<file path="config.mk">
export PLATFORM = sky130hd
export DESIGN_NAME = decode_stage_flat
export DESIGN_NICKNAME = d
export VERILOG_FILES = /design/src/rtl/decode_stage_if.sv /design/src/rtl/decode_stage.sv /design/src/flat_wrapper.sv
export SDC_FILE = /design/constraint.sdc
export NUM_CORES = 1
export LEC_CHECK = 0
export ABC_AREA = 0
export BUFFER_PORTS_ARGS = -buffer_cell sky130_fd_sc_hd__buf_2
export CAP_MARGIN = 30
export CORE_ASPECT_RATIO = 1.5
export CORE_UTILIZATION = 55
export DETAILED_ROUTE_END_ITERATION = 6
export PLACE_DENSITY = 0.79
export RECOVER_POWER = 50
export SYNTH_ARGS = -nofsm -noshare
export SYNTH_HDL_FRONTEND = slang
export SYNTH_SLANG_ARGS = --single-unit
</file>
<file path="constraint.sdc">
create_clock -name clk -period 2.2 [get_ports clk]
set_input_delay 0.33 -clock clk [delete_from_list [all_inputs] [get_ports clk]]
set_output_delay 0.33 -clock clk [all_outputs]
set_load 0.02 [all_outputs]
</file>
<file path="src/rtl/decode_stage_if.sv">
// Handshake and decoded-bundle bus between IFU, decode stage and EXU.
// The slave modport is the decode stage's view; master is the surrounding pipeline's view.
interface decode_stage_if #(
    parameter int XLEN = 32,
    parameter int PC_W = 32
);
    logic              in_valid;
    logic              in_ready;
    logic [31:0]       in_inst;
    logic [PC_W-1:0]   in_pc;
    logic              out_valid;
    logic              out_ready;
    logic [PC_W-1:0]   out_pc;
    logic [4:0]        rs1;
    logic [4:0]        rs2;
    logic [4:0]        rd;
    logic [XLEN-1:0]   imm;
    logic [2:0]        func3;
    logic [3:0]        alu_op;
    logic [1:0]        src1_sel;
    logic [1:0]        src2_sel;
    logic              word_op;
    logic              reg_wen;
    logic              mem_ren;
    logic              mem_wen;
    logic [XLEN/8-1:0] wmask;
    logic [2:0]        jump_type;
    logic              csr_wen;
    logic [11:0]       csr_addr;
    logic              ecall;
    logic              mret;
    logic              ebreak;
    logic              illegal;

    modport slave (
        input  in_valid, in_inst, in_pc, out_ready,
        output in_ready, out_valid, out_pc, rs1, rs2, rd, imm, func3, alu_op,
               src1_sel, src2_sel, word_op, reg_wen, mem_ren, mem_wen, wmask,
               jump_type, csr_wen, csr_addr, ecall, mret, ebreak, illegal
    );

    modport master (
        output in_valid, in_inst, in_pc, out_ready,
        input  in_ready, out_valid, out_pc, rs1, rs2, rd, imm, func3, alu_op,
               src1_sel, src2_sel, word_op, reg_wen, mem_ren, mem_wen, wmask,
               jump_type, csr_wen, csr_addr, ecall, mret, ebreak, illegal
    );
endinterface

</file>
<file path="src/rtl/decode_stage.sv">
// RV32I/RV64I (+Zicsr, ecall/mret/ebreak) decode stage with registered output
// and a one-entry skid buffer so backpressure does not cost throughput.
module decode_stage #(
    parameter int XLEN    = 32,
    parameter int PC_W    = 32,
    parameter int HAS_CSR = 1
) (
    input  logic               clk,
    input  logic               rst_n,
    input  logic               flush,
    decode_stage_if.slave      bus
);
    localparam bit IS64 = (XLEN == 64);

    localparam logic [6:0] OP_LUI = 7'b0110111, OP_AUIPC = 7'b0010111, OP_JAL = 7'b1101111,
                           OP_JALR = 7'b1100111, OP_BRANCH = 7'b1100011, OP_LOAD = 7'b0000011,
                           OP_STORE = 7'b0100011, OP_IMM = 7'b0010011, OP_IMM32 = 7'b0011011,
                           OP_REG = 7'b0110011, OP_REG32 = 7'b0111011, OP_FENCE = 7'b0001111,
                           OP_SYSTEM = 7'b1110011;

    localparam logic [3:0] ALU_ADD = 4'd0, ALU_SUB = 4'd1, ALU_AND = 4'd3, ALU_OR = 4'd4,
                           ALU_XOR = 4'd5, ALU_SLT = 4'd6, ALU_EQ = 4'd7, ALU_SLL = 4'd8,
                           ALU_SRL = 4'd9, ALU_SRA = 4'd10, ALU_SLTU = 4'd11, ALU_NONE = 4'd15;
    localparam logic [1:0] S1_RS1 = 2'd0, S1_PC = 2'd1, S1_IMM = 2'd2;
    localparam logic [1:0] S2_IMM = 2'd0, S2_FOUR = 2'd1, S2_RS2 = 2'd2, S2_ZERO = 2'd3;
    localparam logic [2:0] JT_JAL = 3'd0, JT_JALR = 3'd1, JT_BR = 3'd2, JT_SYS = 3'd3, JT_NONE = 3'd4;

    typedef struct packed {
        logic [PC_W-1:0]   pc;
        logic [4:0]        rs1;
        logic [4:0]        rs2;
        logic [4:0]        rd;
        logic [XLEN-1:0]   imm;
        logic [2:0]        func3;
        logic [3:0]        alu_op;
        logic [1:0]        src1_sel;
        logic [1:0]        src2_sel;
        logic              word_op;
        logic              reg_wen;
        logic              mem_ren;
        logic              mem_wen;
        logic [XLEN/8-1:0] wmask;
        logic [2:0]        jump_type;
        logic              csr_wen;
        logic [11:0]       csr_addr;
        logic              ecall;
        logic              mret;
        logic              ebreak;
        logic              illegal;
    } bundle_t;

    logic [31:0] inst;
    logic [6:0]  opcode;
    logic [2:0]  f3;
    logic [6:0]  f7;
    logic [XLEN-1:0] imm_i, imm_s, imm_b, imm_j, imm_u;
    logic [7:0]  mask8;
    logic        ill;
    bundle_t     bundle_d;
    bundle_t     out_q, skid_q;
    logic        out_valid_q, skid_full_q;
    logic        in_fire, out_load;

    assign inst   = bus.in_inst;
    assign opcode = inst[6:0];
    assign f3     = inst[14:12];
    assign f7     = inst[31:25];
    assign imm_i  = XLEN'($signed(inst[31:20]));
    assign imm_s  = XLEN'($signed({inst[31:25], inst[11:7]}));
    assign imm_b  = XLEN'($signed({inst[31], inst[7], inst[30:25], inst[11:8], 1'b0}));
    assign imm_j  = XLEN'($signed({inst[31], inst[19:12], inst[20], inst[30:21], 1'b0}));
    assign imm_u  = XLEN'($signed({inst[31:12], 12'b0}));
    // Byte-lane mask grows with the access size; sd lanes drop out when XLEN=32.
    assign mask8  = (f3[1:0] == 2'd0) ? 8'h01 : (f3[1:0] == 2'd1) ? 8'h03 :
                    (f3[1:0] == 2'd2) ? 8'h0F : 8'hFF;

    // Combinational decode of the incoming instruction word into a bundle.
    always_comb begin
        bundle_d           = '0;
        ill                = 1'b0;
        bundle_d.pc        = bus.in_pc;
        bundle_d.rs1       = inst[19:15];
        bundle_d.rs2       = inst[24:20];
        bundle_d.rd        = inst[11:7];
        bundle_d.func3     = f3;
        bundle_d.csr_addr  = inst[31:20];
        bundle_d.alu_op    = ALU_NONE;
        bundle_d.jump_type = JT_NONE;
        bundle_d.src1_sel  = S1_RS1;
        bundle_d.src2_sel  = S2_IMM;
        case (opcode)
            OP_LUI: begin
                bundle_d.imm = imm_u; bundle_d.src1_sel = S1_IMM; bundle_d.src2_sel = S2_ZERO;
                bundle_d.alu_op = ALU_ADD; bundle_d.reg_wen = 1'b1;
            end
            OP_AUIPC: begin
                bundle_d.imm = imm_u; bundle_d.src1_sel = S1_PC;
                bundle_d.alu_op = ALU_ADD; bundle_d.reg_wen = 1'b1;
            end
            OP_JAL, OP_JALR: begin
                bundle_d.imm       = (opcode == OP_JAL) ? imm_j : imm_i;
                bundle_d.jump_type = (opcode == OP_JAL) ? JT_JAL : JT_JALR;
                bundle_d.src1_sel  = S1_PC; bundle_d.src2_sel = S2_FOUR;
                bundle_d.alu_op    = ALU_ADD; bundle_d.reg_wen = 1'b1;
                ill = (opcode == OP_JALR) && (f3 != 3'b000);
            end
            OP_BRANCH: begin
                bundle_d.imm = imm_b; bundle_d.src2_sel = S2_RS2; bundle_d.jump_type = JT_BR;
                case (f3[2:1])
                    2'b00:   bundle_d.alu_op = ALU_EQ;
                    2'b10:   bundle_d.alu_op = ALU_SLT;
                    2'b11:   bundle_d.alu_op = ALU_SLTU;
                    default: ill = 1'b1;
                endcase
            end
            OP_LOAD: begin
                bundle_d.imm = imm_i; bundle_d.alu_op = ALU_ADD;
                bundle_d.mem_ren = 1'b1; bundle_d.reg_wen = 1'b1;
                ill = (f3 == 3'b111) || (!IS64 && (f3 == 3'b011 || f3 == 3'b110));
            end
            OP_STORE: begin
                bundle_d.imm = imm_s; bundle_d.alu_op = ALU_ADD; bundle_d.mem_wen = 1'b1;
                bundle_d.wmask = mask8[XLEN/8-1:0];
                ill = f3[2] || (!IS64 && f3 == 3'b011);
            end
            OP_IMM, OP_IMM32: begin
                bundle_d.imm = imm_i; bundle_d.reg_wen = 1'b1;
                bundle_d.word_op = (opcode == OP_IMM32);
                case (f3)
                    3'b000: bundle_d.alu_op = ALU_ADD;
                    3'b010: bundle_d.alu_op = ALU_SLT;
                    3'b011: bundle_d.alu_op = ALU_SLTU;
                    3'b100: bundle_d.alu_op = ALU_XOR;
                    3'b110: bundle_d.alu_op = ALU_OR;
                    3'b111: bundle_d.alu_op = ALU_AND;
                    3'b001: begin
                        bundle_d.alu_op = ALU_SLL;
                        ill = (IS64 && opcode == OP_IMM) ? (inst[31:26] != 6'b0) : (f7 != 7'b0);
                    end
                    default: begin
                        // Right shifts: a 6-bit shamt leaves only inst[31:26] as the selector.
                        if (IS64 && opcode == OP_IMM) begin
                            if (inst[31:26] == 6'b000000)      bundle_d.alu_op = ALU_SRL;
                            else if (inst[31:26] == 6'b010000) bundle_d.alu_op = ALU_SRA;
                            else                               ill = 1'b1;
                        end else begin
                            if (f7 == 7'b0000000)      bundle_d.alu_op = ALU_SRL;
                            else if (f7 == 7'b0100000) bundle_d.alu_op = ALU_SRA;
                            else                       ill = 1'b1;
                        end
                    end
                endcase
                if (opcode == OP_IMM32 && (!IS64 || !(f3 == 3'b000 || f3 == 3'b001 || f3 == 3'b101)))
                    ill = 1'b1;
            end
            OP_REG, OP_REG32: begin
                bundle_d.src2_sel = S2_RS2; bundle_d.reg_wen = 1'b1;
                bundle_d.word_op = (opcode == OP_REG32);
                if (f7 == 7'b0000000) begin
                    case (f3)
                        3'b000: bundle_d.alu_op = ALU_ADD;
                        3'b001: bundle_d.alu_op = ALU_SLL;
                        3'b010: bundle_d.alu_op = ALU_SLT;
                        3'b011: bundle_d.alu_op = ALU_SLTU;
                        3'b100: bundle_d.alu_op = ALU_XOR;
                        3'b101: bundle_d.alu_op = ALU_SRL;
                        3'b110: bundle_d.alu_op = ALU_OR;
                        default: bundle_d.alu_op = ALU_AND;
                    endcase
                end else if (f7 == 7'b0100000 && f3 == 3'b000) bundle_d.alu_op = ALU_SUB;
                else if (f7 == 7'b0100000 && f3 == 3'b101)     bundle_d.alu_op = ALU_SRA;
                else                                           ill = 1'b1;
                if (opcode == OP_REG32 && (!IS64 || !(f3 == 3'b000 || f3 == 3'b001 || f3 == 3'b101)))
                    ill = 1'b1;
            end
            OP_FENCE: ill = f3[2] || f3[1];
            OP_SYSTEM: begin
                if (f3 == 3'b000) begin
                    if (inst == 32'h0000_0073) begin
                        bundle_d.ecall = 1'b1; bundle_d.jump_type = JT_SYS;
                        bundle_d.csr_addr = 12'h305; ill = (HAS_CSR == 0);
                    end else if (inst == 32'h3020_0073) begin
                        bundle_d.mret = 1'b1; bundle_d.jump_type = JT_SYS;
                        bundle_d.csr_addr = 12'h341; ill = (HAS_CSR == 0);
                    end else if (inst == 32'h0010_0073) begin
                        bundle_d.ebreak = 1'b1;
                    end else begin
                        ill = 1'b1;
                    end
                end else if (f3 == 3'b100 || HAS_CSR == 0) begin
                    ill = 1'b1;
                end else begin
                    // CSR ops pass rs1 (or zero-extended zimm) through the ALU as the write data.
                    bundle_d.csr_wen = 1'b1; bundle_d.reg_wen = 1'b1;
                    bundle_d.alu_op = ALU_ADD; bundle_d.src2_sel = S2_ZERO;
                    if (f3[2]) begin
                        bundle_d.imm = XLEN'(inst[19:15]); bundle_d.src1_sel = S1_IMM;
                    end
                end
            end
            default: ill = 1'b1;
        endcase
        if (ill) begin
            bundle_d.illegal = 1'b1; bundle_d.reg_wen = 1'b0; bundle_d.mem_wen = 1'b0;
            bundle_d.mem_ren = 1'b0; bundle_d.csr_wen = 1'b0; bundle_d.alu_op = ALU_NONE;
            bundle_d.jump_type = JT_NONE; bundle_d.ecall = 1'b0; bundle_d.mret = 1'b0;
            bundle_d.ebreak = 1'b0;
        end
        if (bundle_d.rd == 5'd0) bundle_d.reg_wen = 1'b0;
    end

    assign in_fire  = bus.in_valid & ~skid_full_q & ~flush;
    assign out_load = ~out_valid_q | bus.out_ready;

    // Output register plus skid entry; skid drains first so program order is kept.
    always_ff @(posedge clk or negedge rst_n) begin
        if (!rst_n) begin
            out_valid_q      <= 1'b0;
            skid_full_q      <= 1'b0;
            out_q            <= '0;
            out_q.alu_op     <= ALU_NONE;
            out_q.jump_type  <= JT_NONE;
            skid_q           <= '0;
            skid_q.alu_op    <= ALU_NONE;
            skid_q.jump_type <= JT_NONE;
        end else if (flush) begin
            out_valid_q <= 1'b0;
            skid_full_q <= 1'b0;
        end else if (out_load) begin
            if (skid_full_q) begin
                out_q       <= skid_q;
                out_valid_q <= 1'b1;
                skid_full_q <= 1'b0;
            end else if (in_fire) begin
                out_q       <= bundle_d;
                out_valid_q <= 1'b1;
            end else begin
                out_valid_q <= 1'b0;
            end
        end else if (in_fire) begin
            skid_q      <= bundle_d;
            skid_full_q <= 1'b1;
        end
    end

    assign bus.in_ready  = ~skid_full_q;
    assign bus.out_valid = out_valid_q;
    assign bus.out_pc    = out_q.pc;
    assign bus.rs1       = out_q.rs1;
    assign bus.rs2       = out_q.rs2;
    assign bus.rd        = out_q.rd;
    assign bus.imm       = out_q.imm;
    assign bus.func3     = out_q.func3;
    assign bus.alu_op    = out_q.alu_op;
    assign bus.src1_sel  = out_q.src1_sel;
    assign bus.src2_sel  = out_q.src2_sel;
    assign bus.word_op   = out_q.word_op;
    assign bus.reg_wen   = out_q.reg_wen;
    assign bus.mem_ren   = out_q.mem_ren;
    assign bus.mem_wen   = out_q.mem_wen;
    assign bus.wmask     = out_q.wmask;
    assign bus.jump_type = out_q.jump_type;
    assign bus.csr_wen   = out_q.csr_wen;
    assign bus.csr_addr  = out_q.csr_addr;
    assign bus.ecall     = out_q.ecall;
    assign bus.mret      = out_q.mret;
    assign bus.ebreak    = out_q.ebreak;
    assign bus.illegal   = out_q.illegal;
endmodule

</file>
<file path="src/flat_wrapper.sv">
// flat-port wrapper written by rule: the top's interface ports become plain ports
module decode_stage_flat 
#(
    parameter int XLEN    = 32,
    parameter int PC_W    = 32,
    parameter int HAS_CSR = 1
)
  (clk, rst_n, flush, bus_in_valid, bus_in_inst, bus_in_pc, bus_out_ready, bus_in_ready, bus_out_valid, bus_out_pc, bus_rs1, bus_rs2, bus_rd, bus_imm, bus_func3, bus_alu_op, bus_src1_sel, bus_src2_sel, bus_word_op, bus_reg_wen, bus_mem_ren, bus_mem_wen, bus_wmask, bus_jump_type, bus_csr_wen, bus_csr_addr, bus_ecall, bus_mret, bus_ebreak, bus_illegal);
  decode_stage_if #(.XLEN(XLEN), .PC_W(PC_W)) bus_i ();
  input  logic clk;
  input  logic rst_n;
  input  logic flush;
  input wire logic [$bits(bus_i.in_valid)-1:0] bus_in_valid;
  input wire logic [$bits(bus_i.in_inst)-1:0] bus_in_inst;
  input wire logic [$bits(bus_i.in_pc)-1:0] bus_in_pc;
  input wire logic [$bits(bus_i.out_ready)-1:0] bus_out_ready;
  output wire logic [$bits(bus_i.in_ready)-1:0] bus_in_ready;
  output wire logic [$bits(bus_i.out_valid)-1:0] bus_out_valid;
  output wire logic [$bits(bus_i.out_pc)-1:0] bus_out_pc;
  output wire logic [$bits(bus_i.rs1)-1:0] bus_rs1;
  output wire logic [$bits(bus_i.rs2)-1:0] bus_rs2;
  output wire logic [$bits(bus_i.rd)-1:0] bus_rd;
  output wire logic [$bits(bus_i.imm)-1:0] bus_imm;
  output wire logic [$bits(bus_i.func3)-1:0] bus_func3;
  output wire logic [$bits(bus_i.alu_op)-1:0] bus_alu_op;
  output wire logic [$bits(bus_i.src1_sel)-1:0] bus_src1_sel;
  output wire logic [$bits(bus_i.src2_sel)-1:0] bus_src2_sel;
  output wire logic [$bits(bus_i.word_op)-1:0] bus_word_op;
  output wire logic [$bits(bus_i.reg_wen)-1:0] bus_reg_wen;
  output wire logic [$bits(bus_i.mem_ren)-1:0] bus_mem_ren;
  output wire logic [$bits(bus_i.mem_wen)-1:0] bus_mem_wen;
  output wire logic [$bits(bus_i.wmask)-1:0] bus_wmask;
  output wire logic [$bits(bus_i.jump_type)-1:0] bus_jump_type;
  output wire logic [$bits(bus_i.csr_wen)-1:0] bus_csr_wen;
  output wire logic [$bits(bus_i.csr_addr)-1:0] bus_csr_addr;
  output wire logic [$bits(bus_i.ecall)-1:0] bus_ecall;
  output wire logic [$bits(bus_i.mret)-1:0] bus_mret;
  output wire logic [$bits(bus_i.ebreak)-1:0] bus_ebreak;
  output wire logic [$bits(bus_i.illegal)-1:0] bus_illegal;
  assign bus_i.in_valid = bus_in_valid;
  assign bus_i.in_inst = bus_in_inst;
  assign bus_i.in_pc = bus_in_pc;
  assign bus_i.out_ready = bus_out_ready;
  assign bus_in_ready = bus_i.in_ready;
  assign bus_out_valid = bus_i.out_valid;
  assign bus_out_pc = bus_i.out_pc;
  assign bus_rs1 = bus_i.rs1;
  assign bus_rs2 = bus_i.rs2;
  assign bus_rd = bus_i.rd;
  assign bus_imm = bus_i.imm;
  assign bus_func3 = bus_i.func3;
  assign bus_alu_op = bus_i.alu_op;
  assign bus_src1_sel = bus_i.src1_sel;
  assign bus_src2_sel = bus_i.src2_sel;
  assign bus_word_op = bus_i.word_op;
  assign bus_reg_wen = bus_i.reg_wen;
  assign bus_mem_ren = bus_i.mem_ren;
  assign bus_mem_wen = bus_i.mem_wen;
  assign bus_wmask = bus_i.wmask;
  assign bus_jump_type = bus_i.jump_type;
  assign bus_csr_wen = bus_i.csr_wen;
  assign bus_csr_addr = bus_i.csr_addr;
  assign bus_ecall = bus_i.ecall;
  assign bus_mret = bus_i.mret;
  assign bus_ebreak = bus_i.ebreak;
  assign bus_illegal = bus_i.illegal;
  decode_stage #(.XLEN(XLEN), .PC_W(PC_W), .HAS_CSR(HAS_CSR)) u_core (.clk(clk), .rst_n(rst_n), .flush(flush), .bus(bus_i));
endmodule
</file>
# --- Word-level counts from Yosys, hierarchy flattened ---
# Cells that the tools add are included.
word_totals:
  input_bits: 69
  reg_bits: 238
  elab_cells: 178
  output_inout_bits: 120
classes:
  n_eq_ne: 27
  n_reduce_logical: 30
  bitwise_logic: 7
  muxes: 70
ops:
  columns: ["operator", "n"]
  rows:
  - ["$mux W118", 2]
  - ["$pmux W32 S6", 1]
  - ["$pmux W4 S7", 2]
  - ["$eq A7 B6 Y1 const B", 5]
  - ["$eq A32 B21 Y1 const B", 1]
  - ["$eq A32 B30 Y1 const B", 1]
  - ["$eq A32 B7 Y1 const B", 1]
  - ["$mux W32", 1]
  - ["$mux W4", 8]
  - ["$mux W1", 29]
  - ["$eq A7 B7 Y1 const B", 4]
  - ["$mux W12", 2]
  - ["$eq A7 B5 Y1 const B", 3]
  - ["$mux W20", 1]
  - ["$pmux W4 S5", 1]
  - ["$mux W3", 6]
  - ["$mux W16", 1]
  - ["$mux W8", 2]
  - ["$mux W15", 1]
  - ["$mux W5", 3]
  - ["$eq A3 B3 Y1 const B", 4]
  - ["$pmux W4 S3", 1]
  - ["$reduce_or A3 Y1", 4]
  - ["$reduce_or A6 Y1", 2]
  - ["other kinds (27)", 48]

# --- Logic depth before layout (Yosys ltp) ---
# Gate-level depths: netlist of run 1.
logic_depth:
  ltp_word: 11
  ltp_mapped: 9
  ltp_nobuf: 6

# --- Least setup slack after synthesis of run 1 ---
# Ideal clock, no wire load.
synth_timing:
  path_type: "input port to flip-flop"
  startpoint: "in bus_in_inst[31]"
  endpoint: "reg u_core.skid_q[33] (netlist bit)"
  t_required_ns: 2.118
  path_slack_ns: -0.147
  t_arrival_ns: 2.265
  path_buffers: 1
  setup_ns: 0.082
  cell_stages: 7
  cell_sequence: "or4_4 > or4_1 > nand2_1 > a21oi_2 > or3_1 > buf_6 > o31a_1"
synth_between:
  elab_chain_len: 8
  word_cells_on_any_way: 27
  cone_classes: "4 x eq/ne; 19 x mux; 4 x reduce/logical"
synth_lines:
  columns: ["item", "line", "source"]
  rows:
  - ["from (decl)", "flat_wrapper.sv:14", "input wire logic [$bits(bus_i.in_inst)-1:0] bus_in_inst;"]
  - ["branches (longest 7 deep; another with $eq A32 B21 Y1)", null, null]
  - ["$mux W4 *", "decode_stage.sv:203", "if (ill) begin"]
  - ["to (signal assigned)", "decode_stage.sv:241", "skid_q <= bundle_d;"]
  - ["to (decl)", "decode_stage.sv:60", "bundle_t out_q, skid_q;"]
# Every way passes the cells marked *.
# A chain may end at the register's enable or synchronous reset.

# --- Worst setup path after layout of run 1 ---
layout_timing:
  startpoint: "in bus_in_inst[31]"
  endpoint: "reg u_core.out_q (netlist bit u_core.bus.mem_ren)"
layout_between:
  elab_chain_len: 10
  word_cells_on_any_way: 24
  cone_classes: "4 x eq/ne; 16 x mux; 4 x reduce/logical"
layout_lines:
  columns: ["item", "line", "source"]
  rows:
  - ["branches (longest 6 deep; another with $eq A32 B21 Y1)", null, null]
  - ["$pmux W1 S9 *", "decode_stage.sv:91", "case (opcode)"]
  - ["$mux W3 *", "decode_stage.sv:203", null]
  - ["$mux W118 *", "decode_stage.sv:234", "end else if (in_fire) begin"]
  - ["$mux W118 *", "decode_stage.sv:230", "if (skid_full_q) begin"]
  - ["to (signal assigned)", "decode_stage.sv:231", "out_q <= skid_q;"]
  - ["to (signal assigned)", "decode_stage.sv:235", "out_q <= bundle_d;"]
  - ["to (decl)", "decode_stage.sv:60", null]
# Every way passes the cells marked *. The select of a mux whose other input is x is not followed.

==> flow_summary.ini, run 1 <==
[clocking]
post_cts_buffers = 0
path_clk_slew_ns = 0.06
root_buffer = clkbuf_16
numCtsBuffers = 22
clock_sinks = 236
clockBufferDepth = 3
clock_latency_ns = 0.51
cts_tree = yes
htree_levels = 1

[logic_synthesis]
ys.flop_type = dfrtp_1
synth-edff-count = 0
seq_area_frac_synth_pct = 54.2
ys_ff_latch = 236
syn_nets = 1264
syn_inst = 1195
synthDistinctLibCells = 67
synthArstFlopShare_pct = 100
avgSynthCellArea_um2 = 9.13
syn-cell-area_mm2 = 0.0109
synth_warnings = 0

[sta]
slew_viol_final = 0
max_slew_margin_pct = 30.1
post-route-period-util_pct = 99.7
max_freq_mhz = 456
worst_slack_ns = 0.00556
rsz0062_at_grt = no
setup-violations-final = 0
hold_violations = 0
tightest_slew_ns = 1.05
skew_ns = 0.0199
hold_ws_ns = 0.0200
min_period_ns = 2.19

[global_route]
gr-total-overflow = 0
grt_pass1_vias = 9583
antenna_found_initial = 1
grt_use_total_pct = 31.3
grt_max_degree = 114
grt_pass1_wl_mm = 49.1

[setup_path]
cp_max_fo = 8
cp-start-kind = input pin
path_class = input pin to register
cpPeakStageDelay_ns = 0.59
end_kind = register
crit_slowest_cell = or4_4
cp.arrival_ns = 2.59
cp_cell_sequence = buf_2 -> or4_4 -> or4b_1 -> nand2_1 -> a21oi_2 -> or3_1 -> o31ai_1
worstPathRequired_ns = 2.60

[place]
pre_cts_slack_ns = -0.499
dp.cells = 1666
gp_congestion = 0.963
dp_hpwl_mm = 22.3
io_buffer_count = 188

[detailed_routing]
avgViaCountPerCell = 5.68
drt_wl_total_mm = 31.2
drtAntennaViolNets = 0
via_count = 9703
drc = 0
dr.first_iter.drc_count = 711
first_pass_iters = 5
wl_per_cell_um = 18.3

[final_layout]
final_common_cell = nand2_1
drive_above_1_share_pct = 22.2
nets = 1504
layout_common_cells = 359 x nand2_1, 225 x dfrtp_1, 161 x o21ai_0
areaGrowthSynthToFinish_pct = 23.6
fin_cells = 1707
fill_cells = 1525
fin_util_pct = 69.8

[power]
power_frac_comb_pct = 16.7
power_density_mw_per_mm2 = 800
swShare_pct = 28.4
power.leakage_nw = 6.31
p_sw_mw = 3.07
irDropWorstVdd_mv = 0.709
p_total_mw = 10.8
internal_power_mw = 7.73
clkPwrFrac_pct = 34.8
seqPwrFrac_pct = 48.5

[die]
fp-row-count = 62
start_util_pct = 56.5
core_mm2 = 0.0193
io-pin-count = 189
die_w_um = 117
die_h_um = 175
fp.dieArea_mm2 = 0.0204

[hold_path]
hold_class = input pin to register

[flow_run]
maxCapViolCount = 0

[status]
outcome = finished, final reports clean
==> power by group through the flow <==
stage / Clock [mW] / Combinational [mW] / Sequential, mW
4_1_cts: 3.82 / 1.86 / 5.22
2_1_floorplan: 0 / 0.719 / 5.57
3_3_place_gp: 0 / 1.80 / 5.27
5_1_grt: 3.99 / 2.01 / 5.30
3_5_place_dp: 0 / 1.85 / 5.30
6_report: 3.76 / 1.80 / 5.23
==> state kept, by name, summed over array words and instances (netlist names), 2 cells and up <==
name	count
u_core.bus.imm	32
u_core.bus.jump_type	3
u_core.bus.rs1	5
u_core.bus.wmask	3
u_core.bus.alu_op	4
u_core.bus.func3	3
u_core.bus.csr_addr	12
u_core.bus.rs2	5
u_core.bus.rd	5
u_core.skid_q	117
u_core.bus.src1_sel	2
u_core.bus.out_pc	32
u_core.bus.src2_sel	2
==> layout make-up <==
cell class	count	area (µm²)	area share [%]
Timing Repair Buffer	304	1840	13.6
Tap cell	256	320	2.37
Antenna cell	1	2.50	0.0185
Inverter	8	31.3	0.232
Clock buffer	34	656	4.86
Clock inverter	5	61.3	0.454
Multi-Input combinational cell	863	4660	34.5
Sequential cell	236	5920	43.9
==> final timing paths <==
kind / start / to / slack [ns] / cells after the start
max: bus_in_inst[31] / u_core.bus.mem_ren / 0.006 / 7
min: bus_in_pc[2] / u_core.skid_q[88] / 0.02 / 3
max reg2reg: u_core.skid_full_q / u_core.bus.jump_type[0] / 0.25 / 6
min reg2reg: u_core.skid_q[10] / u_core.skid_q[10] / 0.47 / 2
max in group asynchronous: rst_n / u_core.bus.imm[13] / 0.28 / 3
min in group asynchronous: rst_n / u_core.skid_q[18] / 0.57 / 2
==> cell families (layout without fill, tap and decap cells) <==
group           after synthesis  after routing  synth area share, %
xor+xnor                      1              1               0.0803
simple gates                489            489                 19.1
mux                          75             75                 7.10
buf+inv                      96            351                 3.42
compound gates              298            298                 16.1
other cells                   0              1                    0
flops                       236            236                 54.2
==> cells in the mapped netlist (all sizes together), types with 6 or more instances <==
cell | n | share of area (%)
nand3 | 12 | 0.55
or3 | 10 | 0.57
a21oi | 45 | 2.1
nor2 | 36 | 1.2
mux2 | 19 | 2.0
a211oi | 9 | 0.62
a31oi | 8 | 0.46
o21a | 12 | 0.83
and2 | 6 | 0.34
buf | 10 | 0.46
nor3 | 19 | 1.0
clkbuf | 78 | 2.7
mux2i | 56 | 5.1
o211ai | 12 | 0.83
o21ai | 168 | 7.7
dfstp | 10 | 2.4
dfrtp | 226 | 52
nand2 | 361 | 12
and3 | 6 | 0.34
nand2b | 10 | 0.57
nor2b | 7 | 0.40
o31ai | 9 | 0.71
inv | 7 | 0.24
==> through the flow <==
step	cell area (µm²)	setup TNS (ns)
after global placement	12900	-9.99
after global routing	13500	0
after CTS	13600	0
after floorplan	10900	-0.606
final	13500	0
after detailed placement	12900	-11.58
==> repair_timing <==
item	CTS	global route
endpoints found under the hold margin	59	0
gates resized for setup	0	1
hold buffers	1	0
setup endpoints to repair	0	1
==> worst max-delay path, delay by kind of cell <==
| family | cells | cell delay (ns) |
|---|---|---|
| compound gates | 2 | 0.42 |
| buf+inv | 1 | 0.12 |
| simple gates | 4 | 1.71 |
==> routing by layer <==
layer / vias to the layer above / track usage, % / wire length [µm]
met5: - / 0 / 13
met4: 2 / 15.8 / 1620
met3: 97 / 5.13 / 1700
met2: 313 / 55.1 / 16200
met1: 4697 / 36.1 / 11700
li1: 4594 / - / -
Note: power is estimated with default switching activity, not from simulation.
==> run 2: changes to the inputs <==
--- a/config.mk
+++ b/config.mk
@@ -8,11 +8,14 @@
 export ABC_AREA = 0
 export BUFFER_PORTS_ARGS = -buffer_cell sky130_fd_sc_hd__buf_2
 export CAP_MARGIN = 30
+export CELL_PAD_IN_SITES_DETAIL_PLACEMENT = 0
+export CELL_PAD_IN_SITES_GLOBAL_PLACEMENT = 1
 export CORE_ASPECT_RATIO = 1.5
-export CORE_UTILIZATION = 55
+export CORE_UTILIZATION = 43
 export DETAILED_ROUTE_END_ITERATION = 6
 export PLACE_DENSITY = 0.79
 export RECOVER_POWER = 50
 export SYNTH_ARGS = -nofsm -noshare
 export SYNTH_HDL_FRONTEND = slang
 export SYNTH_SLANG_ARGS = --single-unit
+export TNS_END_PERCENT = 30
==> run 2 against run 1 <==
Maximum frequency up 3.2%. Critical path type is now register to output pin. Total power increased by 3.8%. Highest routed layer is now met4. Largest power group unchanged. Hold slack got worse by 0.0072 ns.
==> flow_summary.ini, run 2 (synthesis results as in run 1) <==
[status]
outcome = finished, final reports clean

[final_layout]
fill_cells = 2313
largest_register_ffs = 117
layout_common_cells = 359 x nand2_1, 225 x dfrtp_1, 161 x o21ai_0
nets = 1503
max_flop_register = u_core.skid_q
design_area_mm2 = 0.0137
drive_above_1_share_pct = 22.2
final_common_cell = nand2_1
fin_cells = 1777
areaGrowthSynthToFinish_pct = 25.8
fin_util_pct = 55.0
n_antenna_cell = 0

[setup_path]
crit_slowest_cell = dfrtp_4
cp.arrival_ns = 1.80
cp-start-kind = register
cp_num_buf_inv = 4
worstPathRequired_ns = 1.87
cpPeakStageDelay_ns = 0.57
crit_family = buffers and inverters
end_kind = output pin
path_class = register to output pin
cp_max_fo = 40
cp_cell_sequence = buf_16 -> inv_1 -> buf_8 -> buf_2

[global_route]
antenna_found_initial = 0
grt_pass1_vias = 9202
gr-total-overflow = 0
grt_pass1_wl_mm = 51.2
grt_use_total_pct = 25.0
grt_max_degree = 130

[power]
clkPwrFrac_pct = 37.3
power_density_mw_per_mm2 = 816
irDropWorstVdd_mv = 0.614
internal_power_mw = 8.06
p_sw_mw = 3.15
power_frac_comb_pct = 16.1
swShare_pct = 28.1
seqPwrFrac_pct = 46.6
power.leakage_nw = 6.36
p_total_mw = 11.2

[clocking]
post_cts_buffers = 0
clock_sinks = 236
clock_latency_ns = 0.52
htree_levels = 1
cts_tree = yes
numCtsBuffers = 24
clockBufferDepth = 3
root_buffer = clkbuf_16
path_clk_slew_ns = 0.06

[place]
io_buffer_count = 188
dp.cells = 1733
dp_hpwl_mm = 23.0
placedInstanceArea_mm2 = 0.0129
gp_congestion = 0.957
pre_cts_slack_ns = -0.468

[flow_run]
maxCapViolCount = 0

[die]
die_h_um = 197
fp-row-count = 71
core_mm2 = 0.0250
die_w_um = 132
start_util_pct = 43.7
fp.dieArea_mm2 = 0.0260
io-pin-count = 189

[detailed_routing]
via_count = 9488
drt_wl_total_mm = 32.6
drc = 0
avgViaCountPerCell = 5.34
wl_per_cell_um = 18.4
drtAntennaViolNets = 0
first_pass_iters = 6
dr.first_iter.drc_count = 611

[sta]
worst_slack_ns = 0.0731
fin_tns_setup_ns = 0
max_slew_margin_pct = 15.9
skew_ns = 0.0102
rsz0062_at_grt = no
max_freq_mhz = 470
post-route-period-util_pct = 96.7
hold_violations = 0
min_period_ns = 2.13
hold_ws_ns = 0.0128
setup-violations-final = 0
tightest_slew_ns = 1.26
slew_viol_final = 0

[hold_path]
hold_class = input pin to register
==> run 2: worst paths after layout <==
kind,from,endpoint,slack [ns],depth (start not counted)
hold / removal,bus_in_pc[27],u_core.skid_q[113],0.01,3
max in group asynchronous,rst_n,u_core.skid_q[19],0.33,3
setup reg to reg,u_core.skid_full_q,u_core.bus.jump_type[0],0.09,6
hold reg to reg,u_core.skid_q[6],u_core.skid_q[6],0.47,2
setup / recovery,u_core.skid_full_q,bus_in_ready,0.07,4
min in group asynchronous,rst_n,u_core.bus.out_pc[4],0.62,2
==> run 2: worst reg2reg max path, stage by stage, from the launching register on <==
cell	delay, ns
dfrtp_4	0.53
nor2_1	0.11
nor2_1	0.21
and2_2	0.28
nand2_1	0.21
or4_4	0.50
o22ai_1	0.19
==> run 2: area by class of cell <==
cell class	count	area, µm²	area share, %
Multi-Input combinational cell	863	4670	34.0
Sequential cell	236	5920	43.1
Clock buffer	34	678	4.94
Clock inverter	7	124	0.902
Inverter	8	30.0	0.219
Tap cell	328	410	2.99
Timing Repair Buffer	301	1900	13.8
==> run 2: layer usage <==
layer,routed length (µm),track usage (%),vias to the layer above
met1,13500,30.9,4601
met5,0,0,-
met3,1290,2.95,56
met2,16600,44.4,250
li1,-,-,4581
met4,1290,9.95,0
==> run 2: power groups by stage <==
stage / sequential [mW] / combinational (mW) / clock, mW
after global placement: 5.27 / 1.83 / 0
after floorplan: 5.57 / 0.719 / 0
after detailed placement: 5.29 / 1.85 / 0
after CTS: 5.21 / 1.87 / 4.28
after global routing: 5.28 / 2.01 / 4.42
final: 5.22 / 1.81 / 4.18
==> run 2: repair_timing <==
item                                    CTS  global route
pin swaps                                 0             0
endpoints found under the hold margin    43             0
resized for setup                         1             3
hold buffers                              2             0
endpoints found under the setup margin    1             2
gates cloned                              0             1
